==> src/rtl/pipeline_pkg.sv <==
// ============================================================================
// pipeline_pkg : shared types and constants for the MIPS pipeline front end
// Rev 1.0
// ============================================================================
`default_nettype none

package pipeline_pkg;

  localparam int          WORD_W   = 32;
  localparam logic [31:0] PC_STEP  = 32'd4;
  localparam logic [31:0] NOP_WORD = 32'h0000_0000;

  localparam logic [1:0] S_IDLE  = 2'd0;
  localparam logic [1:0] S_FETCH = 2'd1;
  localparam logic [1:0] S_HOLD  = 2'd2;

  typedef struct packed {
    logic [WORD_W-1:0] pc_add;
    logic [WORD_W-1:0] instr;
    logic              valid;
  } ifid_t;

endpackage

`default_nettype wire

==> src/rtl/if_id_latch.sv <==
// ============================================================================
// if_id_latch : 65-bit IF/ID register {PCAddResult, Instruction, Valid}
// Rev 1.0
// ============================================================================
`default_nettype none

module if_id_latch
  import pipeline_pkg::*;
#(
  parameter logic [WORD_W-1:0] NOP = NOP_WORD
) (
  input  logic  clk,
  input  logic  rst_n,
  input  logic  i_load,
  input  logic  i_flush,
  input  ifid_t i_d,
  output ifid_t o_q
);

  ifid_t r_q;

  // Flush wins over load; a bubble keeps the old PC+4 but is never valid.
  always_ff @(posedge clk or negedge rst_n) begin
    if (!rst_n) begin
      r_q.pc_add <= '0;
      r_q.instr  <= NOP;
      r_q.valid  <= 1'b0;
    end else if (i_flush) begin
      r_q.instr  <= NOP;
      r_q.valid  <= 1'b0;
    end else if (i_load) begin
      r_q <= i_d;
    end
  end

  assign o_q = r_q;

endmodule

`default_nettype wire

==> src/rtl/fetch_stage.sv <==
// ============================================================================
// fetch_stage : stallable, flushable instruction-fetch stage (PC, FSM, IF/ID)
// Rev 1.0
// ============================================================================
`default_nettype none

module fetch_stage
  import pipeline_pkg::*;
#(
  parameter logic [31:0] RESET_PC = 32'h0000_0000,
  parameter logic [31:0] NOP_WORD = pipeline_pkg::NOP_WORD
) (
  input  logic              Clk,
  input  logic              Reset,
  input  logic              Stall,
  input  logic              BranchTaken,
  input  logic [WORD_W-1:0] BranchTarget,
  output logic              IMemReq,
  output logic [WORD_W-1:0] IMemAddr,
  input  logic [WORD_W-1:0] IMemData,
  input  logic              IMemReady,
  output logic [WORD_W-1:0] PCAddResultOut,
  output logic [WORD_W-1:0] InstructionOut,
  output logic              ValidOut
);

  logic [1:0]        r_state;
  logic [1:0]        w_next_state;
  logic [WORD_W-1:0] r_pc;
  ifid_t             r_hold;

  logic [WORD_W-1:0] w_pc4;
  logic [WORD_W-1:0] w_target;
  logic              w_redirect;
  logic              w_ifid_load;
  logic              w_ifid_flush;
  ifid_t             w_ifid_d;
  ifid_t             w_ifid_q;
  logic              w_hold_wr;
  logic              w_pc_inc;

  assign w_pc4      = r_pc + PC_STEP;
  assign w_target   = BranchTarget & ~32'h3;
  assign w_redirect = BranchTaken && (r_state != S_IDLE);

  always_ff @(posedge Clk or negedge Reset) begin
    if (!Reset) r_state <= S_IDLE;
    else        r_state <= w_next_state;
  end

  always_comb begin
    w_next_state = r_state;
    case (r_state)
      S_IDLE:  w_next_state = S_FETCH;
      S_FETCH: begin
        if (w_redirect)              w_next_state = S_FETCH;
        else if (IMemReady && Stall) w_next_state = S_HOLD;
      end
      S_HOLD: begin
        if (w_redirect || !Stall) w_next_state = S_FETCH;
      end
      default: w_next_state = S_IDLE;
    endcase
  end

  always_comb begin
    IMemReq      = 1'b0;
    w_ifid_load  = 1'b0;
    w_ifid_flush = 1'b0;
    w_ifid_d     = '{pc_add: w_pc4, instr: IMemData, valid: 1'b1};
    w_hold_wr    = 1'b0;
    w_pc_inc     = 1'b0;
    case (r_state)
      S_FETCH: begin
        IMemReq = 1'b1;
        if (IMemReady) begin
          w_pc_inc    = 1'b1;
          w_ifid_load = !Stall;
          w_hold_wr   = Stall;
        end else begin
          w_ifid_flush = !Stall;
        end
      end
      S_HOLD: begin
        w_ifid_d    = r_hold;
        w_ifid_load = !Stall;
      end
      default: ;
    endcase
    // A redirect overrides whatever the fetch would have done this cycle.
    if (w_redirect) begin
      w_ifid_load  = 1'b0;
      w_ifid_flush = 1'b1;
      w_hold_wr    = 1'b0;
      w_pc_inc     = 1'b0;
    end
  end

  always_ff @(posedge Clk or negedge Reset) begin
    if (!Reset) begin
      r_pc   <= RESET_PC;
      r_hold <= '0;
    end else begin
      if (w_redirect)    r_pc <= w_target;
      else if (w_pc_inc) r_pc <= w_pc4;

      if (w_redirect)     r_hold.valid <= 1'b0;
      else if (w_hold_wr) r_hold <= '{pc_add: w_pc4, instr: IMemData, valid: 1'b1};
    end
  end

  if_id_latch #(
    .NOP (NOP_WORD)
  ) u_if_id (
    .clk     (Clk),
    .rst_n   (Reset),
    .i_load  (w_ifid_load),
    .i_flush (w_ifid_flush),
    .i_d     (w_ifid_d),
    .o_q     (w_ifid_q)
  );

  assign IMemAddr       = r_pc;
  assign PCAddResultOut = w_ifid_q.pc_add;
  assign InstructionOut = w_ifid_q.instr;
  assign ValidOut       = w_ifid_q.valid;

endmodule

`default_nettype wire

==> config.mk <==
export PLATFORM = sky130hd
export DESIGN_NAME = fetch_stage
export DESIGN_NICKNAME = d
export VERILOG_FILES = /design/src/rtl/pipeline_pkg.sv /design/src/rtl/if_id_latch.sv /design/src/rtl/fetch_stage.sv
export SDC_FILE = /design/constraint.sdc
export NUM_CORES = 1
export LEC_CHECK = 0
export BUFFER_PORTS_ARGS = -buffer_cell sky130_fd_sc_hd__buf_2
export CAP_MARGIN = 20
export CORE_ASPECT_RATIO = 0.7
export CORE_MARGIN = 3
export CORE_UTILIZATION = 45
export DETAILED_ROUTE_END_ITERATION = 10
export PLACE_DENSITY = 0.76
export RECOVER_POWER = 50
export SETUP_SLACK_MARGIN = 0.5
export SLEW_MARGIN = 20
export SYNTH_ARGS = -nofsm -noshare
export SYNTH_HDL_FRONTEND = slang
export SYNTH_SLANG_ARGS = --single-unit
export TNS_END_PERCENT = 20
==> constraint.sdc <==
create_clock -name Clk -period 2.65 [get_ports Clk]
set_input_delay 0.53 -clock Clk [delete_from_list [all_inputs] [get_ports Clk]]
set_output_delay 0.53 -clock Clk [all_outputs]
set_load 0.05 [all_outputs]
# Word level (Yosys, flattened, before mapping)
# Index checks and enable logic that the tools add are counted.
word_totals:
  output_inout_bits: 98
  regBits: 164
op_classes:
  n_eq_ne: 4
  bitwise: 2
  add_sub_neg: 1
  mux: 24
  n_reduce_logical: 12
op_table:
  columns: ["op", "count"]
  rows:
  - ["33-bit 2-to-1 mux", 2]
  - ["65-bit 2-to-1 mux", 1]
  - ["32-bit 2-to-1 mux", 2]
  - ["32-bit by 3-bit adder with 32-bit output, second input constant", 1]
  - ["1-bit 2-to-1 mux", 14]
  - ["2-bit nonzero test", 4]
  - ["2-bit 2-to-1 mux", 3]
  - ["2-bit one-hot mux with 3 select lines", 1]
  - ["2-bit AND reduction", 3]
  - ["3-bit != test, second input constant", 1]
  - ["2-bit by 1-bit equality test with 1-bit output, second input constant", 1]
  - ["2-bit equality test, second input constant", 1]
  - ["1-bit logical AND", 2]
  - ["2-bit zero test", 1]
  - ["2-bit != test, second input constant", 1]
  - ["1-bit NOT", 2]
  - ["1-bit one-hot mux with 2 select lines", 1]
  - ["1-bit zero test", 1]
  - ["1-bit logical OR", 1]

# Depth between registers and ports, before layout
# Gate-level depths: netlist of run 1.
depth:
  depth_word: 6
  depth_mapped: 10
  depth_no_buf: 7

# Cells and area by module
# From an unflattened synthesis of run 1, not the netlist that was laid out.
hier_totals:
  cells_unflattened: 669
  hier_area_um2: 8044.0
modules_own_cells:
  columns: ["module", "cells_each", "instances", "area_each_um2"]
  rows:
  - ["fetch_stage", 493, 1, 5388.9]
  - ["if_id_latch", 176, 1, 2655.0]

# Worst setup path before layout of run 1
# Ideal clock, no wire load.
synth_path:
  path_type: "register to register"
  start: "register r_state[1]"
  end: "register r_pc[22], in the netlist IMemAddr[22]"
  t_arrival_ns: 2.362
  stages_incl_launch_ff: 9
  synth_period_minus_slack_ns: 2.439
  setup_ns: 0.077
  required_ns: 2.573
  setup_slack_ns: 0.211
  n_path_buf: 1
  cell_sequence: "dfrtp_1 > inv_1 > ha_1 > buf_2 > nand2_2 > nor4_4 > or3b_1 > xor2_1 > o21ai_1"
synth_between:
  elab_chain_len: 4
  elab_cells_between_ends: 7
synth_rtl:
  columns: ["element", "line", "source"]
  rows:
  - ["start, declared", "fetch_stage.sv:27", "logic [1:0] r_state;"]
  - ["start signal, assigned", "fetch_stage.sv:48", "else r_state <= w_next_state;"]
  - ["2-bit by 1-bit equality test with 1-bit output or 2-bit nonzero test (tied branches)", "fetch_stage.sv:73, fetch_stage.sv:44", null]
  - ["1-bit 2-to-1 mux or 1-bit logical AND (tied branches)", "fetch_stage.sv:73, fetch_stage.sv:44", null]
  - ["1-bit 2-to-1 mux", "fetch_stage.sv:91", "if (w_redirect) begin"]
  - ["2-bit nonzero test (no line)", null, null]
  - ["end signal, assigned", "fetch_stage.sv:104", "if (w_redirect) r_pc <= w_target;"]
  - ["end signal, assigned", "fetch_stage.sv:105", "else if (w_pc_inc) r_pc <= w_pc4;"]
  - ["end, declared", "fetch_stage.sv:29", "logic [WORD_W-1:0] r_pc;"]
# Several ways; a longest one is shown, not always the timed one.
# A chain may end at the register's enable or synchronous reset.

# Final worst setup path of run 1
layout_path:
  start: "register r_pc[17], in the netlist IMemAddr[17]"
  end: "register r_pc[29], in the netlist IMemAddr[29]"
layout_between:
  elab_chain_len: 3
layout_rtl:
  columns: ["element", "line", "source"]
  rows:
  - ["32-bit by 3-bit adder with 32-bit output", "fetch_stage.sv:42", "assign w_pc4 = r_pc + PC_STEP;"]
  - ["32-bit 2-to-1 mux", "fetch_stage.sv:105", null]
  - ["32-bit 2-to-1 mux", "fetch_stage.sv:104", null]
# Every way passes these cells. The select of a mux whose other input is x is not followed.

==> flow_metrics.tcl, run 1 <==
set metrics [dict create \
    status "complete, but fails checks" \
    violations "max-capacitance violations, max-slew violations" \
    port_buffers 160 \
    post-place-cells 1112 \
    cts_hold_buf 0 \
    fin_skew_ns 0.00758 \
    worstPathMaxFanout 9 \
    startpoint_type "flip-flop" \
    syn_area_sq_mm 0.00766 \
    grt_pass1_vias 5901 \
    endpoint_kind "flip-flop" \
    synth_cell_type_count 57 \
    initial_core_util_pct 46.4 \
    ys_seq_area_share_pct 51.6 \
    hold_viol 0 \
    vias 6215 \
    die-area_sq_mm 0.0186 \
    setup_viol 0 \
    synth_area_leaders "dfrtp_1, nand2_1, mux2_2" \
    routed_via_density 5.40 \
    syn_avg_cell_area_sq_um 10.1 \
    firstDrtPassIters 6 \
    synth_flop_cell "dfrtp_1" \
    die_w_um 162 \
    grt_first_pass_wirelength_um 31500 \
    grt_max_degree 72 \
    clk-insertion-delay-late_ns 0.42 \
    grt_overflow_total 0 \
    cts_sinks 158 \
    tritoncts "yes" \
    synth-edff-count 0 \
    required_ns 2.99 \
    cts.path.max_buffers 2 \
    arrival_ns 2.49 \
    clk_pin_slew_worst_paths_ns 0.06 \
    nets 986 \
    ant_nets 0 \
    antenna_found_initial 1 \
    row_count 39 \
    yosysMostFrequentCell "dfrtp_1" \
    leakagePower_uw 0.00410 \
    drc_errors 0 \
    finalCritPeriodShare_pct 81.0 \
    fin_setup_tns_ns 0 \
    power_density_mw_per_mm2 1380 \
    path_class "flip-flop to flip-flop" \
    yosysWarnings 0 \
    routed_wl_um 19900 \
    synth_top_area_share_pct 51.6 \
    drtIter0Drc 472 \
    worstMarginPinSlew_ns 1.52 \
    core_sq_mm 0.0165 \
    maxCapViolCount 1 \
    hold_path.class "input pin to flip-flop" \
    syn_to_final_growth_pct 21.8 \
    ios 167 \
    synth_common_cells "dfrtp_1, nand2_1, o21ai_0" \
    fmax_mhz 466 \
    clockRootBuffer "clkbuf_16" \
    cts_buffers 17 \
    grtUsageTotal_pct 21.5 \
    wire_per_inst_um 17.3 \
    die_h_um 115 \
    hpwlAfterDp_um 13600 \
    postSynthCellCount 760 \
    postSynth.asyncResetShare_pct 100 \
    peakVddDrop_mv 0.743 \
    min_period_ns 2.15 \
    gp_congestion 0.869 \
    ys_seq_elements 158 \
    yosys.area.top_type "dfrtp_1" \
    maxSlewHeadroom_pct -1.42 \
    htree_levels 4 \
    maxSlewViolCount 63 \
    rsz0062_at_grt "yes" \
    fin_cells 1151 \
    drive_gt1_share_pct 25.6 \
]
## flip-flops by register name, summed over array words and instances, names as in the netlist
signal and flops:
IMemAddr 30, r_hold 63, r_state 2, u_if_id.o_q 63
## where the power goes
group | internal (uW) | total (uW) | switching (uW)
registers | 3490 | 4450 | 964
clock network | 1510 | 2500 | 991
logic | 1640 | 5880 | 4230
total | 6640 | 12800 | 6190
## area by class of cell
class	instances	area (sq um)
Fill cell	1496	7170
Sequential cell	158	3960
Multi-Input combinational cell	538	3510
Timing Repair Buffer	184	920
Clock buffer	20	447
Tap cell	225	282
Clock inverter	12	163
Inverter	13	48.8
Antenna cell	1	2.50
## worst max-delay path, cell delays in order (launching register included)
cell and delay [ns]:
dfrtp_1 0.61, nand4_1 0.30, nor3_2 0.42, nand4_1 0.23
or3_1 0.35, a31oi_1 0.16
## cell families after synthesis
kind of cell	Yosys count	synth area share, %
other cells	1	0.0490
mux	77	10.7
buf+inv	68	3.87
flops	158	51.6
simple gates	254	16.4
xor+xnor	47	5.37
compound gates	150	11.1
fa+ha+maj	5	0.817
## worst paths after layout
path | start | end | slack (ns) | depth (start not counted)
min in group asynchronous | Reset | r_hold[18] | 0.48 | 1
worst min register to register | u_if_id.o_q[54] | u_if_id.o_q[54] | 0.48 | 2
max in group asynchronous | Reset | IMemAddr[10] | 0.64 | 2
worst min-delay path | BranchTarget[5] | IMemAddr[5] | 0.31 | 3
worst max-delay path | IMemAddr[17] | IMemAddr[29] | 0.50 | 5
worst max register to register | IMemAddr[17] | IMemAddr[29] | 0.50 | 5
## metal layers
metal / track usage (%) / vias up / part of all wire (%)
met2: 30.8 / 239 / 43
met5: 0 / - / 0
li1: - / 2943 / -
met4: 5.51 / 0 / 1.4
met1: 32.0 / 3003 / 48
met3: 6.59 / 30 / 7.7
## cell usage in the layout (no fill, tap or decap), types with 5 or more instances in the layout
master | Yosys | layout
o21ai_0 | 87 | 87
dfrtp_2 | 0 | 5
and4_1 | 6 | 6
xnor2_1 | 31 | 31
o211ai_1 | 6 | 6
nor2_1 | 34 | 32
nand2_1 | 132 | 131
clkbuf_16 | 0 | 17
nor3_1 | 13 | 13
a31oi_1 | 6 | 6
and2_1 | 5 | 5
dfrtp_1 | 158 | 153
clkinvlp_4 | 0 | 5
o31ai_1 | 7 | 7
mux2_2 | 39 | 39
o21ai_1 | 13 | 12
buf_4 | 4 | 18
a21oi_1 | 13 | 13
buf_2 | 13 | 112
xor2_1 | 16 | 16
mux2i_1 | 38 | 38
nand3_1 | 16 | 16
clkbuf_1 | 35 | 51
nand4_1 | 17 | 17
inv_1 | 12 | 12
## per-stage QoR
step           util (%)  worst slack [ns]  hold slack (ns)  cell area (sq um)  power, uW
6_report           56.6             0.505            0.312               9330      12800
5_1_grt            56.6             0.231            0.306               9330      13600
4_1_cts            56.7             0.496            0.103               9360      12900
3_5_place_dp       52.9             0.419            0.465               8730      10300
3_3_place_gp       52.9             0.477            0.453               8730      10200
2_1_floorplan         -             0.502            0.234               7690       8710
## what timing repair did
action,CTS,global route
gates resized for setup,3,6
setup buffers,0,5
pin swaps,0,2
gates cloned,1,0
setup endpoints to repair,55,80
Power figures use the tool's default switching activity.
==> run 2, diff against run 1 <==
==> constraint.sdc (replaced) <==
create_clock -name Clk -period 2 [get_ports Clk]
set_input_delay 0.4 -clock Clk [delete_from_list [all_inputs] [get_ports Clk]]
set_output_delay 0.4 -clock Clk [all_outputs]
set_load 0.05 [all_outputs]
==> run 2 against run 1 <==
  * The run now ends clean
  * Clock power is 29% higher
  * Die area did not move
  * Non-clock buffer count is 107 higher
  * Via count grew 11%
  * First-iteration DRC count increased by 55%
  * Power increased by 50%
  * Cell count is 9.1% higher
  * Global-route usage is 2.5 points higher
  * Combinational power rose by 73%
  * Highest routed layer unchanged
==> flow_metrics.tcl, run 2 (synthesized netlist as in run 1, its figures left out) <==
set metrics [dict create \
    worstPathMaxFanout 15 \
    antenna_cells 0 \
    hold_path.class "input pin to flip-flop" \
    clk_pin_slew_worst_paths_ns 0.07 \
    grtUsageTotal_pct 24.0 \
    routed_via_density 5.47 \
    cts_sinks 158 \
    crit_family "compound AO/OA/AOI/OAI gates" \
    arrival_ns 2.27 \
    finalCritPeriodShare_pct 99.0 \
    peakVddDrop_mv 1.14 \
    gp_congestion 0.846 \
    die_h_um 115 \
    worst_hold_path.num_cells 3 \
    tritoncts "yes" \
    final_cell_mix "dfrtp_1, nand2_1, buf_2" \
    cts_buffers 17 \
    fin_skew_ns 0.00928 \
    drtIter0Drc 730 \
    core_sq_mm 0.0165 \
    initial_core_util_pct 46.4 \
    critPathBufInv 1 \
    hold_viol 0 \
    drc_errors 0 \
    leakagePower_uw 0.00494 \
    layout_commonest_cell "dfrtp_1" \
    path_class "flip-flop to flip-flop" \
    die-area_sq_mm 0.0186 \
    routed_wl_um 24400 \
    clockRootBuffer "clkbuf_16" \
    htree_levels 4 \
    status "finished, final reports clean" \
    vias 6872 \
    fmax_mhz 505 \
    maxSlewViolCount 0 \
    hpwlAfterDp_um 14000 \
    grt_first_pass_wirelength_um 34700 \
    clk-insertion-delay-late_ns 0.43 \
    firstDrtPassIters 6 \
    fin_setup_tns_ns 0 \
    required_ns 2.29 \
    worstMarginPinSlew_ns 1.17 \
    antenna_found_initial 0 \
    worst-path-stages 6 \
    slowest_delay_ns 0.42 \
    crit_chain "nand4_1 > nor4_4 > buf_12 > a41oi_1 > o31ai_1 > o21ai_0" \
    ant_nets 0 \
    power_uw 19300 \
    setup_viol 0 \
    maxCapViolCount 0 \
    worstRegToRegCells 6 \
    startpoint_type "flip-flop" \
    ios 167 \
    grt_overflow_total 0 \
    slowest_stage "dfrtp_2" \
    maxSlewHeadroom_pct 21.7 \
    rsz0062_at_grt "yes" \
    power_density_mw_per_mm2 1750 \
    syn_to_final_growth_pct 43.3 \
    die_w_um 162 \
    grt_max_degree 48 \
    nets 1092 \
    port_buffers 160 \
    row_count 39 \
    cts.path.max_buffers 2 \
    wire_per_inst_um 19.4 \
    endpoint_kind "flip-flop" \
    grt_pass1_vias 6337 \
    drive_gt1_share_pct 40.5 \
    min_period_ns 1.98 \
]
## run 2: where the power goes
group | internal, uW | switching, uW
Sequential | 4670 | 1170
Combinational | 3630 | 6570
Clock | 1880 | 1340
Total | 10200 | 9090
## run 2: worst min-delay path, cell delays in order
cell	delay (ns)
buf_2	0.08
nand2_1	0.04
o21ai_0	0.06
## run 2: cell type report
cell class | count | area [sq um]
Fill cell | 1293 | 5510
Sequential cell | 158 | 3990
Multi-Input combinational cell | 537 | 3910
Timing Repair Buffer | 291 | 2170
Clock buffer | 20 | 447
Tap cell | 225 | 282
Clock inverter | 12 | 134
Inverter | 13 | 50.0
## run 2: timing repair
action                                  CTS  global route
buffers inserted                         42            39
cloned                                    9             5
hold buffers                              1             0
endpoints found under the hold margin    39             0
resized for setup                        47            81
endpoints found under the setup margin  185           201
pin swaps                                14            39
## run 2: path summary, 6_finish.rpt
path / startpoint / endpoint / slack (ns)
max in group asynchronous: Reset / IMemAddr[2] / 0.28
min in group asynchronous: Reset / u_if_id.o_q[30] / 0.75
worst min register to register: u_if_id.o_q[12] / u_if_id.o_q[12] / 0.48
worst max-delay path: IMemAddr[6] / u_if_id.o_q[58] / 0.02
worst max register to register: IMemAddr[6] / u_if_id.o_q[58] / 0.02
worst min-delay path: BranchTarget[6] / IMemAddr[6] / 0.18
## run 2: metrics by stage
stage	hold WS (ns)	utilization (%)	cells	area, sq um	worst slack, ns
after floorplan	0.104	-	763	7890	0.0473
after detailed placement	0.357	54.5	1128	8990	-0.0195
after CTS	0.162	62.9	1212	10400	0.153
after global placement	0.351	54.5	1128	8990	-0.0403
final	0.179	66.6	1256	11000	0.0201
after global routing	0.176	66.6	1256	11000	-0.0283
## run 2: metal layers
| layer | share of wire (%) | track usage, % |
|---|---|---|
| met3 | 9.3 | 7.24 |
| met1 | 44 | 35.2 |
| met4 | 2.2 | 5.00 |
| met5 | 0 | 0 |
| met2 | 45 | 35.7 |
==> run 3, diff against run 2 <==
--- a/config.mk
+++ b/config.mk
@@ -11,7 +11,7 @@
 export CORE_MARGIN = 3
 export CORE_UTILIZATION = 45
 export DETAILED_ROUTE_END_ITERATION = 10
-export PLACE_DENSITY = 0.76
+export PLACE_DENSITY = 0.7
 export RECOVER_POWER = 50
 export SETUP_SLACK_MARGIN = 0.5
 export SLEW_MARGIN = 20
==> constraint.sdc (replaced) <==
create_clock -name Clk -period 2 [get_ports Clk]
set_input_delay 0.6 -clock Clk [delete_from_list [all_inputs] [get_ports Clk]]
set_output_delay 0.6 -clock Clk [all_outputs]
set_load 0.05 [all_outputs]
==> run 3 against run 2 <==
  * Clock-buffer cell count decreased by 1
  * Largest power group unchanged
  * Register-to-register slack improved by 0.06 ns
  * Sequential share of layout area increased by 1.5 points
  * Critical path type unchanged
  * Critical endpoint is now u_if_id.o_q[55]
  * Critical path depth unchanged
  * Clock power about the same
  * Highest routed layer unchanged
  * Hold slack improved by 0.19 ns
  * Combinational power decreased by 6%
  * First-iteration DRC count decreased by 45%
  * Cell count decreased by 2.0%
  * Via count decreased by 5.0%
  * Global-route usage decreased by 0.95 points
==> flow_metrics.tcl, run 3 (synthesized netlist as in run 1, its figures left out) <==
set metrics [dict create \
    endpoint_kind "flip-flop" \
    layout_commonest_cell "dfrtp_1" \
    fin_setup_tns_ns 0 \
    initial_core_util_pct 46.4 \
    power_density_mw_per_mm2 1770 \
    port_buffers 160 \
    cts.path.max_buffers 2 \
    antenna_found_initial 0 \
    die_w_um 162 \
    tritoncts "yes" \
    syn_to_final_growth_pct 37.7 \
    final_core_util_pct 63.9 \
    clk-insertion-delay-late_ns 0.42 \
    grt_first_pass_wirelength_um 33500 \
    peakVddDrop_mv 0.954 \
    maxSlewHeadroom_pct 25.4 \
    grtUsageTotal_pct 23.1 \
    required_ns 2.35 \
    ios 167 \
    slowest_stage "nor4_1" \
    rsz0062_at_grt "yes" \
    fin_skew_ns 0.00687 \
    crit_chain "ha_4 > and4_4 > nand2_4 > nor4_1 > o31ai_2 > o21ai_1" \
    die_h_um 115 \
    row_count 39 \
    antenna_cells 0 \
    hpwlAfterDp_um 14300 \
    arrival_ns 2.27 \
    maxSlewViolCount 0 \
    hold_viol 0 \
    gp_congestion 0.903 \
    slowest_delay_ns 0.58 \
    fmax_mhz 521 \
    grt_max_degree 52 \
    wire_per_inst_um 18.0 \
    status "finished, final reports clean" \
    grt_overflow_total 0 \
    ant_nets 0 \
    drc_errors 0 \
    worstMarginPinSlew_ns 1.12 \
    firstDrtPassIters 5 \
    power_uw 18600 \
    holdWs_ns 0.372 \
    htree_levels 4 \
    path_class "flip-flop to flip-flop" \
    hold_path.class "input pin to asynchronous set/reset pin" \
    drtIter0Drc 402 \
    finalCritPeriodShare_pct 96.0 \
    nFillCells 1375 \
    core_sq_mm 0.0165 \
    drive_gt1_share_pct 39.6 \
    placed_area_sq_mm 0.00904 \
    routed_wl_um 22100 \
    final_cell_mix "dfrtp_1, nand2_1, buf_2" \
    grt_pass1_vias 6182 \
    min_period_ns 1.92 \
    leakagePower_uw 0.00476 \
    design_area_sq_mm 0.0105 \
    vias 6526 \
    setup_viol 0 \
    routed_via_density 5.30 \
    cts_sinks 158 \
    cts_hold_buf 0 \
    clk_pin_slew_worst_paths_ns 0.06 \
    startpoint_type "flip-flop" \
    worstPathMaxFanout 6 \
    clockRootBuffer "clkbuf_16" \
    maxCapViolCount 0 \
    die-area_sq_mm 0.0186 \
    cts_buffers 17 \
    nets 1067 \
]
run 3: cell count changes in the layout (fill, tap and decap cells not counted), moves of 4 or more:
cell	before	now
buf_4	88	78
buf_2	113	109
clkbuf_1	49	30
buf_8	0	6
clkbuf_2	1	18
o21ai_0	52	56
buf_16	6	2
buf_6	19	9
o21ai_2	8	3
nand2_1	118	126
nor3_1	11	7
nand2_4	8	3
run 3: worst paths after layout:
kind / startpoint / endpoint / slack (ns) / cells after the start
worst min-delay path: Reset / u_if_id.o_q[20] / 0.37 / 1
worst max-delay path: IMemAddr[2] / u_if_id.o_q[55] / 0.08 / 6
worst min register to register: u_if_id.o_q[0] / u_if_id.o_q[0] / 0.48 / 2
max in group asynchronous: Reset / r_hold[3] / 0.41 / 2
min in group Clk: BranchTarget[28] / IMemAddr[28] / 0.38 / 3
worst max register to register: IMemAddr[2] / u_if_id.o_q[55] / 0.08 / 6
run 3: routing by layer:
layer / global-route usage [%] / routed length [um] / up-vias
met1: 34.1 / 10300 / 3152
met4: 5.51 / 295 / 0
li1: - / - / 3100
met2: 34.5 / 9950 / 245
met5: 0 / 0 / -
met3: 5.76 / 1610 / 29
run 3: area by class of cell:
type | count | area [sq um] | area share, %
Clock buffer | 19 | 443 | 4.20
Clock inverter | 13 | 140 | 1.33
Inverter | 13 | 51.3 | 0.486
Multi-Input combinational cell | 537 | 3770 | 35.8
Sequential cell | 158 | 3990 | 37.8
Tap cell | 225 | 282 | 2.67
Timing Repair Buffer | 266 | 1870 | 17.7
run 3: report_power, final:
group	switching [uW]	total (uW)	internal (uW)	leakage, uW
clock network	1350	3230	1870	0.000276
registers	1180	5860	4670	0.00196
logic	6220	9560	3340	0.00252
total	8760	18600	9890	0.00476
run 3: metrics by stage:
step / setup WS [ns] / cells
finish: 0.0800 / 1231
global route: -0.0119 / 1231
CTS: 0.164 / 1196
detailed placement: -0.130 / 1137
global placement: -0.0262 / 1137
floorplan: 0.0473 / 763
run 3: critical path, delay by kind of cell (launching register included):
| kind | cells | cell delay, ns |
|---|---|---|
| AND/OR/NAND/NOR | 3 | 0.91 |
| flip-flops | 1 | 0.46 |
| AO/OA/AOI/OAI | 2 | 0.30 |
| adder cells (fa/ha/maj) | 1 | 0.17 |
run 3: timing repair:
item | in CTS | in global routing
resized for setup | 41 | 66
setup endpoints to repair | 251 | 252
cloned | 3 | 7
buffers inserted | 24 | 28
pin swaps | 7 | 18
